## src/rtl/rice_core_divider.sv

```systemverilog
// rice_core_divider: iterative radix-2 divider for RV32M DIV/DIVU/REM/REMU.
// One quotient bit per cycle via restoring division on absolute values,
// with sign fix-up applied when the result is registered.
// Optional build macro: RICE_CORE_DIVIDER_ZERO_SKIP_EN -- a zero divisor
// bypasses the iterations and produces the divide-by-zero result directly.
module rice_core_divider #(
  parameter int unsigned XLEN = 32
) (
  input  logic            i_clk,
  input  logic            i_rst_n,
  input  logic            i_valid,
  output logic            o_ready,
  input  logic [1:0]      i_command,
  input  logic [XLEN-1:0] i_rs1_value,
  input  logic [XLEN-1:0] i_rs2_value,
  input  logic            i_flush,
  output logic            o_valid,
  input  logic            i_ready,
  output logic [XLEN-1:0] o_result,
  output logic            o_busy
);

  localparam int unsigned CNT_W = (XLEN > 1) ? $clog2(XLEN) : 1;
  localparam logic [CNT_W-1:0] LAST_CNT = CNT_W'(XLEN - 1);

  localparam logic [1:0] CMD_DIV = 2'b00;
  localparam logic [1:0] CMD_REM = 2'b10;

  typedef enum logic [1:0] {
    S_IDLE = 2'd0,
    S_BUSY = 2'd1,
    S_DONE = 2'd2
  } state_t;

  state_t            state_q, state_d;
  logic [1:0]        cmd_q;
  logic              sign_a_q, sign_b_q;
  logic [XLEN-1:0]   quot_q;      // holds |dividend| initially, shifts out MSB-first
  logic [XLEN-1:0]   rem_q;
  logic [XLEN-1:0]   divisor_q;
  logic [CNT_W-1:0]  count_q;
  logic [XLEN-1:0]   result_q;

  logic              accept;
  logic              is_signed_in;
  logic [XLEN-1:0]   abs_a, abs_b;
  logic              zero_skip;
  logic [XLEN:0]     shifted, diff;
  logic [XLEN-1:0]   quot_next, rem_next;
  logic [XLEN-1:0]   quot_fix, rem_fix, result_d;
  logic              negate_q;

  assign accept       = (state_q == S_IDLE) && i_valid && !i_flush;
  assign is_signed_in = !i_command[0];
  assign abs_a = (is_signed_in && i_rs1_value[XLEN-1]) ? (~i_rs1_value + 1'b1) : i_rs1_value;
  assign abs_b = (is_signed_in && i_rs2_value[XLEN-1]) ? (~i_rs2_value + 1'b1) : i_rs2_value;

`ifdef RICE_CORE_DIVIDER_ZERO_SKIP_EN
  assign zero_skip = (i_rs2_value == '0);
`else
  assign zero_skip = 1'b0;
`endif

  // One restoring step: shift in next dividend bit, trial-subtract, keep if non-negative.
  always_comb begin
    shifted   = {rem_q, quot_q[XLEN-1]};
    diff      = shifted - {1'b0, divisor_q};
    rem_next  = diff[XLEN] ? shifted[XLEN-1:0] : diff[XLEN-1:0];
    quot_next = {quot_q[XLEN-2:0], ~diff[XLEN]};
  end

  // Sign fix-up of the final step; divide-by-zero leaves the all-ones quotient alone.
  always_comb begin
    negate_q = (cmd_q == CMD_DIV) && (sign_a_q ^ sign_b_q) && (divisor_q != '0);
    quot_fix = negate_q ? (~quot_next + 1'b1) : quot_next;
    rem_fix  = ((cmd_q == CMD_REM) && sign_a_q) ? (~rem_next + 1'b1) : rem_next;
    result_d = cmd_q[1] ? rem_fix : quot_fix;
  end

  // State register.
  always_ff @(posedge i_clk or negedge i_rst_n) begin
    if (!i_rst_n) state_q <= S_IDLE;
    else          state_q <= state_d;
  end

  // Next-state logic; flush overrides every other transition.
  always_comb begin
    state_d = state_q;
    unique case (state_q)
      S_IDLE: if (i_valid) state_d = zero_skip ? S_DONE : S_BUSY;
      S_BUSY: if (count_q == LAST_CNT) state_d = S_DONE;
      S_DONE: if (i_ready) state_d = S_IDLE;
      default: state_d = S_IDLE;
    endcase
    if (i_flush) state_d = S_IDLE;
  end

  // Output decode from registered state only.
  always_comb begin
    o_ready  = (state_q == S_IDLE);
    o_valid  = (state_q == S_DONE);
    o_busy   = (state_q != S_IDLE);
    o_result = result_q;
  end

  // Datapath: operand capture, iteration, and result registration.
  always_ff @(posedge i_clk or negedge i_rst_n) begin
    if (!i_rst_n) begin
      cmd_q     <= '0;
      sign_a_q  <= 1'b0;
      sign_b_q  <= 1'b0;
      quot_q    <= '0;
      rem_q     <= '0;
      divisor_q <= '0;
      count_q   <= '0;
      result_q  <= '0;
    end else if (accept) begin
      cmd_q     <= i_command;
      sign_a_q  <= is_signed_in && i_rs1_value[XLEN-1];
      sign_b_q  <= is_signed_in && i_rs2_value[XLEN-1];
      quot_q    <= abs_a;
      rem_q     <= '0;
      divisor_q <= abs_b;
      count_q   <= '0;
      if (zero_skip) result_q <= i_command[1] ? i_rs1_value : '1;
    end else if ((state_q == S_BUSY) && !i_flush) begin
      quot_q  <= quot_next;
      rem_q   <= rem_next;
      count_q <= count_q + 1'b1;
      if (count_q == LAST_CNT) result_q <= result_d;
    end
  end

endmodule
```

## config.mk

```make
export PLATFORM = sky130hd
export DESIGN_NAME = rice_core_divider
export DESIGN_NICKNAME = d
export VERILOG_FILES = /design/src/rtl/rice_core_divider.sv
export SDC_FILE = /design/constraint.sdc
export NUM_CORES = 1
export LEC_CHECK = 0
export BUFFER_PORTS_ARGS = -buffer_cell sky130_fd_sc_hd__buf_2
export CAP_MARGIN = 5
export CORE_MARGIN = 2
export CORE_UTILIZATION = 55
export DETAILED_ROUTE_END_ITERATION = 8
export MAX_ROUTING_LAYER = met4
export PLACE_DENSITY = 0.75
export SYNTH_ARGS = -nofsm -noshare
export SYNTH_HDL_FRONTEND = slang
export SYNTH_SLANG_ARGS = --single-unit
export TNS_END_PERCENT = 5
```

## constraint.sdc

```tcl
create_clock -name i_clk -period 4.7 [get_ports i_clk]
set_input_delay 0.235 -clock i_clk [delete_from_list [all_inputs] [get_ports i_clk]]
set_output_delay 0.235 -clock i_clk [all_outputs]
set_load 0.1 [all_outputs]
```

==> results of run 1 <==
-- power by group --
group / switching [uW] / internal (uW) / total (uW)
clock: 559 / 702 / 1260
sequential: 301 / 1400 / 1700
combinational: 2340 / 1410 / 3750
-- worst max-delay path, stage by stage, from the launching register on --
cell and delay (ps):
dfrtp_1 400, inv_1 90, ha_1 160, inv_1 50
fa_1 420, nand3_1 120, a21oi_1 110, o21ai_1 240
a21oi_2 140, o21a_2 260, nor2_4 160, clkinvlp_4 230
buf_4 270, mux2_2 310, or3_4 370, nor3_4 240
nand4_1 150, or4_1 400, and3_1 170
-- flip-flops by register name, indices dropped and copies added, names as in the netlist --
name,flops
divisor_q,32
o_result,32
quot_q,32
rem_q,32
count_q,5
cmd_q,2
state_q,2
sign_a_q,1
sign_b_q,1
-- layout make-up --
type                    count  area [um^2]
flip-flops and latches    139         3480
multi-input cells        1090         6880
inverters                  50          191
fillers                  1705         7120
clock buffers              19          443
well taps                 265          332
repair buffers            138          782
clock inverters            13          109
-- metrics by stage --
| stage | util, % | setup slack (ps) |
|---|---|---|
| floorplan | - | 87.3 |
| global placement | 60.0 | 85.4 |
| detailed placement | 60.0 | -21.0 |
| CTS | 62.9 | 98.0 |
| global route | 63.2 | 20.2 |
| finish | 63.2 | 311 |
-- kinds of logic (layout without fill, tap and decap cells) --
| kind of cell | Yosys count | after routing | synth area share, % |
|---|---|---|---|
| simple gates | 436 | 436 | 19.4 |
| xor+xnor | 142 | 142 | 11.6 |
| flops | 139 | 139 | 32.4 |
| mux | 29 | 29 | 2.75 |
| compound gates | 444 | 444 | 24.9 |
| fa+ha+maj | 39 | 39 | 4.61 |
| buf+inv | 121 | 220 | 4.31 |
-- timing repair --
action | CTS | global route
hold endpoints to repair | 98 | 0
setup endpoints to repair | 3 | 8
hold buffers | 1 | 0
buffers inserted | 0 | 0
gates resized for setup | 1 | 12
pin swaps | 0 | 1
-- routing by layer --
layer	track usage, %	wire (um)	vias to the layer above
met1	46.4	15000	4921
met4	8.36	605	0
met2	47.3	14000	360
met3	3.57	1820	43
li1	-	-	5057
met5	-	0	-
-- worst max path at each step --
| stage | start | end | slack, ps |
|---|---|---|---|
| finish | quot_q[31] | o_result[31] | 310 |
| global placement | quot_q[31] | o_result[24] | 90 |
| detailed placement | quot_q[31] | o_result[26] | -20 |
| global route | divisor_q[23] | o_result[24] | 20 |
| CTS | divisor_q[26] | o_result[26] | 100 |
| floorplan | rem_q[16] | o_result[24] | 90 |
-- placed cells by master, fill, tap and decap left out, drive strengths merged, types with 28 or more instances in the layout --
| cell type | n |
|---|---|
| nor3 | 28 |
| a22oi | 32 |
| xor2 | 70 |
| o21ai | 180 |
| a21oi | 103 |
| nor2 | 108 |
| ha | 38 |
| dfrtp | 139 |
| xnor2 | 72 |
| nand2 | 168 |
| inv | 55 |
| buf | 137 |
==> reports/results.ini, run 1 <==
[run_status]
run_status=finished, final reports clean

[setup_path]
r2r_slack_ps=310
cp.arrival_ps=4710
critPathKind=reg -> reg
crit_path_end_kind=flip-flop
crit_required_ps=5020
start_kind=flip-flop
regToRegEndpoint=o_result[31]
ff2ff_path_depth=18
path_max_fanout=20
r2r_start=quot_q[31]

[synth]
syn_nets=1460
synth_area_leader_cell=dfrtp_1
post-synth-top-count-cell=nand2_1
ys_types=68
netlist_area_mm2=0.0107
syn_inst=1350
yosysSeqAreaShare_pct=32.4
synth_edf_count=0
syn_avg_cell_area_um2=7.96
synth_area_leaders=dfrtp_1 32%, o21ai_0 7.8%, nand2_1 5.9%
synth_warnings=0
synth_ff_type=dfrtp_1
ys_ff_latch=139
synthTopCellsByCount=168 x nand2_1, 167 x o21ai_0, 139 x dfrtp_1
synthArstFlopShare_pct=100
netlist.area_leader.share_pct=32.4

[hold_path]
hold_end=state_q[1]
min_path_type=in -> reg
min_from=i_flush
hold_path_depth=2

[sta]
hold_viol_final=0
skew_ps=7.35
timing.hold.ws_ps=18.4
worstMarginPinSlew_ps=1130
fmax_ghz=0.228
setup-tns-final_ps=0
finalCritPeriodShare_pct=93.4
setup-violations-final=0
maxSlewHeadroom_pct=24.3
rsz0062_at_grt=false
drv_slew=0
period_minus_slack_ps=4390

[cells_and_area]
postLayoutCellArea_mm2=0.0122
drive_gt1_share_pct=13.6
fin_cells=1714
area_delta_synth_final_pct=13.6
nNetsFinal=1546
diodes=0

[floorplanning]
initial_core_util_pct=55.6
rows=51
dieArea_mm2=0.0207
die_w_um=144
io_pins=106
core-area_mm2=0.0193
die_y_um=144

[global_route]
grt_pass1_vias=9349
antenna_found_initial=0
grt-ovfl-total=0
grt_usage_pct=31.8
grt_pass1_wl_um=49900
grt_max_degree=100

[drt]
drt_wl_total_um=31400
first_pass_iters=5
wl_per_cell_um=18.3
drt-initial-drc-count=854
postRouteAntennaNets=0
vias=10400
drc=0
via_per_inst=6.06

[clock_network]
clock_path_buffers=2
clk_latency_ps=430
cts_tree=yes
htree_levels=4
cts.reportedPaths.clkPinSlew_ps=60
cts-root-buf=clkbuf_16
cts_made_buffers=17
cts.sinks=139

[placed_design]
dpl.hpwl_um=24200
place.gp.congestion=0.979
placed_cell_area_mm2=0.0116
dp.cells=1681
io_buffer_count=105

[power_and_ir_drop]
ir_drop_v=0.000361
p_leak_uw=0.00530
power_density_mw_per_mm2=549
total_power_uw=6710

[flow_run]
maxCapViolations=0

(Power assumes the default switching activity.)
==> inputs of run 2 (changes only) <==
CORE_UTILIZATION = 35   (was 55)
MAX_ROUTING_LAYER = not set   (was met4)
PLACE_DENSITY = 0.49   (was 0.75)
clock period = 5.7 ns   (was 4.7 ns; I/O delays follow)
==> run 2 against run 1 <==
  * First-iteration DRC count decreased by 21%
  * Global-route usage decreased by 9.6 points
  * Critical endpoint is now o_result[24]
  * Clock skew increased by 13 ps
  * Cell count increased by 6.8%
  * Via count decreased by 3.9%
  * Critical path depth increased by 3
  * Wire length increased by 9.4%
  * Count of clock-buffer cells in the layout decreased by 2
  * Register-to-register slack improved by 350 ps
  * Core utilization decreased by 23 points
  * Largest cell class unchanged
==> reports/results.ini, run 2 (synthesis results as in run 1) <==
[sta]
setup-violations-final=0  ; unchanged
fmax_ghz=0.198  ; was 0.228 GHz
maxSlewHeadroom_pct=22.9  ; was 24.3%
hold_viol_final=0  ; unchanged
setup-tns-final_ps=0  ; unchanged
drv_slew=0  ; unchanged
rsz0062_at_grt=false  ; unchanged
period_minus_slack_ps=5040  ; was 4390 ps
worstMarginPinSlew_ps=1150  ; was 1130 ps
finalCritPeriodShare_pct=88.4  ; was 93.4%
timing.hold.ws_ps=54.6  ; was 18.4 ps
skew_ps=20.3  ; was 7.35 ps

[floorplanning]
initial_core_util_pct=35.3  ; was 55.6%
rows=64  ; was 51
dieArea_mm2=0.0321  ; was 0.0207 mm^2
core-area_mm2=0.0304  ; was 0.0193 mm^2
die_y_um=179  ; was 144 um
die_w_um=179  ; was 144 um
io_pins=106  ; unchanged

[clock_network]
clock_path_buffers=2  ; unchanged
cts_made_buffers=17  ; unchanged
cts.reportedPaths.clkPinSlew_ps=70  ; was 60 ps
cts.sinks=139  ; unchanged
clk_latency_ps=440  ; was 430 ps
cts-root-buf=clkbuf_16  ; unchanged
cts_tree=yes  ; unchanged
htree_levels=4  ; unchanged
cts_setup_buffers=0  ; unchanged

[power_and_ir_drop]
power_density_mw_per_mm2=452  ; was 549 mW/mm^2
p_leak_uw=0.00525  ; was 0.00530 uW
ir_drop_v=0.000256  ; was 0.000361 V

[cells_and_area]
final_util_pct=40.3  ; was 63.2%
area_delta_synth_final_pct=14.2  ; was 13.6%
layout_common_cells=168 x nand2_1, 167 x o21ai_0, 139 x dfrtp_1  ; was 168 x nand2_1, 165 x o21ai_0, 139 x dfrtp_1
nNetsFinal=1531  ; was 1546
layout_commonest_cell=nand2_1  ; unchanged
postLayoutCellArea_mm2=0.0123  ; was 0.0122 mm^2
diodes=0  ; unchanged
nFillCells=3226  ; was 1705
drive_gt1_share_pct=12.2  ; was 13.6%
multiInputGateArea_mm2=0.00683  ; was 0.00688 mm^2
fin_cells=1830  ; was 1714
seqCellArea_mm2=0.00348  ; unchanged

[drt]
first_pass_iters=9  ; was 5
vias=9981  ; was 10400
postRouteAntennaNets=0  ; unchanged
via_per_inst=5.45  ; was 6.06
wl_per_cell_um=18.8  ; was 18.3 um
drc=0  ; unchanged
drt-initial-drc-count=675  ; was 854
drt_wl_total_um=34400  ; was 31400 um

[hold_path]
min_from=i_command[1]  ; was i_flush
min_path_type=in -> reg  ; unchanged

[global_route]
grt_usage_pct=22.3  ; was 31.8%
grt_max_degree=97  ; was 100
grt-ovfl-total=0  ; unchanged
grt_pass1_wl_um=55100  ; was 49900 um
antenna_found_initial=0  ; unchanged
grt_pass1_vias=9794  ; was 9349

[placed_design]
dp.cells=1797  ; was 1681
place.gp.congestion=0.859  ; was 0.979
dpl.hpwl_um=26100  ; was 24200 um
placed_cell_area_mm2=0.0116  ; about the same
io_buffer_count=105  ; unchanged

[run_status]
run_status=finished, final reports clean  ; unchanged

[setup_path]
start_kind=flip-flop  ; unchanged
crit_path_end_kind=flip-flop  ; unchanged
crit_required_ps=6000  ; was 5020 ps
path_max_fanout=10  ; was 20
crit_path_start=quot_q[31]  ; unchanged
r2r_start=quot_q[31]  ; unchanged
critPathKind=reg -> reg  ; unchanged
cp.arrival_ps=5340  ; was 4710 ps

[flow_run]
maxCapViolations=0  ; unchanged

## run 2: power breakdown
group / switching [uW] / total, uW / internal (uW)
sequential: 233 / 1390 / 1150
clock: 560 / 1160 / 599
combinational: 1920 / 3000 / 1080
## run 2: stage by stage
| stage | power [uW] | setup WS, ps |
|---|---|---|
| 2_1_floorplan | 3490 | 848 |
| 3_3_place_gp | 4360 | 820 |
| 3_5_place_dp | 4340 | 708 |
| 4_1_cts | 5530 | 672 |
| 5_1_grt | 5960 | 249 |
| 6_report | 5540 | 659 |
## run 2: final timing paths
| kind | cells past startpoint | slack (ps) | to |
|---|---|---|---|
| max | 21 | 660 | o_result[24] |
| min in group asynchronous | 2 | 350 | divisor_q[8] |
| max in group asynchronous | 3 | 4100 | o_result[20] |
| max reg2reg | 21 | 660 | o_result[24] |
| min reg2reg | 2 | 480 | o_result[5] |
| min | 3 | 50 | cmd_q[1] |
## run 2: final cells by class
class / count / share of cell area [%]
sequential: 139 / 28.3
clock buffer: 17 / 3.47
tap: 396 / 4.04
timing repair buffer: 123 / 5.46
clock inverter: 15 / 1.51
inverter: 50 / 1.53
multi-input combinational: 1090 / 55.7
## run 2: metal layers
metal  wire length, um  vias to the layer above  GRT usage (%)
met5                 0                        -              0
met4               915                        0           7.56
met1             16600                     4725           31.4
met2             15700                      202           35.2
li1                  -                     5024              -
met3              1160                       30           2.59
## run 2: repair_timing
item | 4_1_cts | 5_1_grt
hold buffers | 1 | 0
endpoints found under the hold margin | 39 | 0
resized for setup | 0 | 0
## run 2: critical path, stage by stage, from the launching register on
cell,delay [ps]
dfrtp_1,420
inv_1,120
ha_1,170
inv_1,50
fa_1,420
nand3_1,120
a21oi_1,90
o21ai_0,300
a21oi_1,180
nor3_1,470
nor2_4,50
inv_1,320
ha_1,240
nand2b_1,130
or4_1,540
or2_2,360
nand2b_1,210
o21ai_1,200
xnor2_1,80
or3_1,300
o21ai_0,70
a21oi_1,50
==> inputs of run 3 (changes only) <==
CORE_ASPECT_RATIO = 0.6   (was not set)
==> run 3 against run 2 <==
  * Global-route usage hardly changed
  * Non-clock buffer count unchanged
  * Clock skew is 11 ps lower
  * Critical path depth shrank 4
  * Via count is 2.7% higher
  * Die area rose by 0.15%
  * Sequential power hardly changed
  * Largest power group unchanged
  * Cell area about the same
  * Clock power about the same
  * First-iteration DRC count increased by 32%
  * Hold slack got worse by 35 ps
  * Sequential cell count stayed put
  * Largest cell class unchanged
  * Critical endpoint is now o_result[30]
==> reports/results.ini, run 3 (synthesis results as in run 1) <==
[run_status]
run_status=finished, final reports clean  ; unchanged

[clock_network]
hold_buffers=1  ; unchanged
cts_made_buffers=17  ; unchanged
clock_path_buffers=2  ; unchanged
cts_tree=yes  ; unchanged
cts-root-buf=clkbuf_16  ; unchanged
cts.reportedPaths.clkPinSlew_ps=60  ; was 70 ps
cts-resized-gates=0  ; unchanged
clk_latency_ps=450  ; was 440 ps
cts.sinks=139  ; unchanged
htree_levels=4  ; unchanged
cts_setup_buffers=0  ; unchanged

[global_route]
grt_max_degree=97  ; unchanged
grt-ovfl-total=0  ; unchanged
grt_pass1_wl_um=55600  ; was 55100 um
grt_usage_pct=22.2  ; was 22.3%
antenna_found_initial=0  ; unchanged
grt_pass1_vias=9481  ; was 9794

[placed_design]
place_worst_setup_slack_ps=904  ; was 708 ps
placed_cell_area_mm2=0.0117  ; was 0.0116 mm^2
io_buffer_count=105  ; unchanged
dpl.hpwl_um=27300  ; was 26100 um
place.gp.congestion=0.897  ; was 0.859

[drt]
postRouteAntennaNets=0  ; unchanged
via_per_inst=5.57  ; was 5.45
wl_per_cell_um=19.2  ; was 18.8 um
drc=0  ; unchanged
drt-initial-drc-count=889  ; was 675
first_pass_iters=5  ; was 9
drt_wl_total_um=35300  ; was 34400 um
vias=10300  ; was 9981

[cells_and_area]
area_delta_synth_final_pct=14.1  ; was 14.2%
nFillCells=3086  ; was 3226
seqCellArea_mm2=0.00348  ; unchanged
postLayoutCellArea_mm2=0.0123  ; about the same
multiInputGateArea_mm2=0.00683  ; unchanged
diodes=0  ; unchanged
layout_common_cells=168 x nand2_1, 167 x o21ai_0, 139 x dfrtp_1  ; unchanged
layout_commonest_cell=nand2_1  ; unchanged
nNetsFinal=1531  ; unchanged
drive_gt1_share_pct=12.1  ; was 12.2%

[setup_path]
crit_required_ps=6020  ; was 6000 ps
crit_path_end_kind=flip-flop  ; unchanged
path_cells=ha_1 > a21oi_1 > o21ai_1 > a211oi_1 > o31ai_2 > nor3_1 > nor2_4 > inv_1 > buf_4 > mux2i_1 > ha_1 > inv_1 > a2111oi_4 > nor3b_2 > a41oi_1 > xnor2_1 > a21oi_1  ; was inv_1 > ha_1 > inv_1 > fa_1 > nand3_1 > a21oi_1 > o21ai_0 > a21oi_1 > nor3_1 > nor2_4 > inv_1 > ha_1 > nand2b_1 > or4_1 > or2_2 > nand2b_1 > o21ai_1 > xnor2_1 > or3_1 > o21ai_0 > a21oi_1
r2r_slack_ps=820  ; was 660 ps
crit_path_start=rem_q[16]  ; was quot_q[31]
cpMaxStageDelayCell=nor3_1  ; was or4_1
start_kind=flip-flop  ; unchanged
critPathMaxStageDelay_ps=590  ; was 540 ps
cp.arrival_ps=5200  ; was 5340 ps
r2r_start=rem_q[16]  ; was quot_q[31]
critPathKind=reg -> reg  ; unchanged
critPathTopFamily=compound AO/OA/AOI/OAI gates  ; was simple AND/OR/NAND/NOR gates
path_max_fanout=24  ; was 10
critPathBufInv=3  ; unchanged

[hold_path]
min_from=i_command[1]  ; unchanged
min_path_type=in -> reg  ; unchanged

[sta]
hold_viol_final=0  ; unchanged
worstMarginPinSlew_ps=1230  ; was 1150 ps
fmax_ghz=0.205  ; was 0.198 GHz
period_minus_slack_ps=4880  ; was 5040 ps
finalCritPeriodShare_pct=85.7  ; was 88.4%
maxSlewHeadroom_pct=18.0  ; was 22.9%
setup-violations-final=0  ; unchanged
drv_slew=0  ; unchanged
setup_ws_ps=816  ; was 659 ps
skew_ps=9.72  ; was 20.3 ps
rsz0062_at_grt=false  ; unchanged
timing.hold.ws_ps=20.1  ; was 54.6 ps
setup-tns-final_ps=0  ; unchanged

[power_and_ir_drop]
ir_drop_v=0.000296  ; was 0.000256 V
total_power_uw=5540  ; about the same
p_leak_uw=0.00525  ; about the same
power_density_mw_per_mm2=452  ; about the same

[floorplanning]
initial_core_util_pct=35.7  ; was 35.3%
core-area_mm2=0.0301  ; was 0.0304 mm^2
die_y_um=140  ; was 179 um
io_pins=106  ; unchanged
rows=49  ; was 64
dieArea_mm2=0.0322  ; was 0.0321 mm^2
die_w_um=230  ; was 179 um

[flow_run]
maxCapViolations=0  ; unchanged

[run 3: cell types whose count changed in the layout (fill, tap and decap cells not counted)]
cell        before  now
clkbuf_8         0    3
clkinv_4         0    1
inv_8            4    0
clkinvlp_4       1    2
bufinv_16        0    2
clkinv_8         5    0
clkbuf_1         0    1
inv_6            4    1
clkinv_2         0    5
inv_12           1    0
[run 3: power breakdown]
part / leakage [uW] / switching [uW] / total, uW / internal [uW]
combinational: 0.00314 / 1950 / 3020 / 1070
sequential: 0.00182 / 224 / 1380 / 1150
clock: 0.000289 / 466 / 1140 / 676
total: 0.00525 / 2640 / 5540 / 2900
[run 3: layer usage]
metal | up-vias | routed length, um | GRT usage (%)
met1 | 4974 | 19300 | 36.3
li1 | 5017 | - | -
met5 | - | 0 | 0
met4 | 0 | 312 | 5.20
met3 | 21 | 1810 | 4.00
met2 | 240 | 13900 | 29.2
[run 3: through the flow]
| step | util [%] | std cells |
|---|---|---|
| 4_1_cts | 40.7 | 1842 |
| 3_5_place_dp | 38.8 | 1809 |
| 2_1_floorplan | - | 1350 |
| 3_3_place_gp | 38.8 | 1809 |
| 5_1_grt | 40.7 | 1842 |
| 6_report | 40.7 | 1842 |
[run 3: tightest hold or removal path, delay by kind of cell]
family                 cells  cell delay [ps]
and+or+nand+nor            2               80
buffers and inverters      1               70
[run 3: cell type report]
| cell class | count | share of cell area (%) |
|---|---|---|
| Clock buffer | 21 | 3.84 |
| Clock inverter | 11 | 0.959 |
| Inverter | 50 | 1.53 |
| Multi-Input combinational cell | 1090 | 55.7 |
| Sequential cell | 139 | 28.4 |
| Tap cell | 408 | 4.16 |
| Timing Repair Buffer | 123 | 5.46 |
[run 3: final timing paths]
path                                end  cells after the start
max                        o_result[30]                     17
min                            cmd_q[1]                      3
max reg2reg                o_result[30]                     17
min reg2reg                 o_result[1]                      2
max in group asynchronous     rem_q[15]                      3
min in group asynchronous   o_result[5]                      2
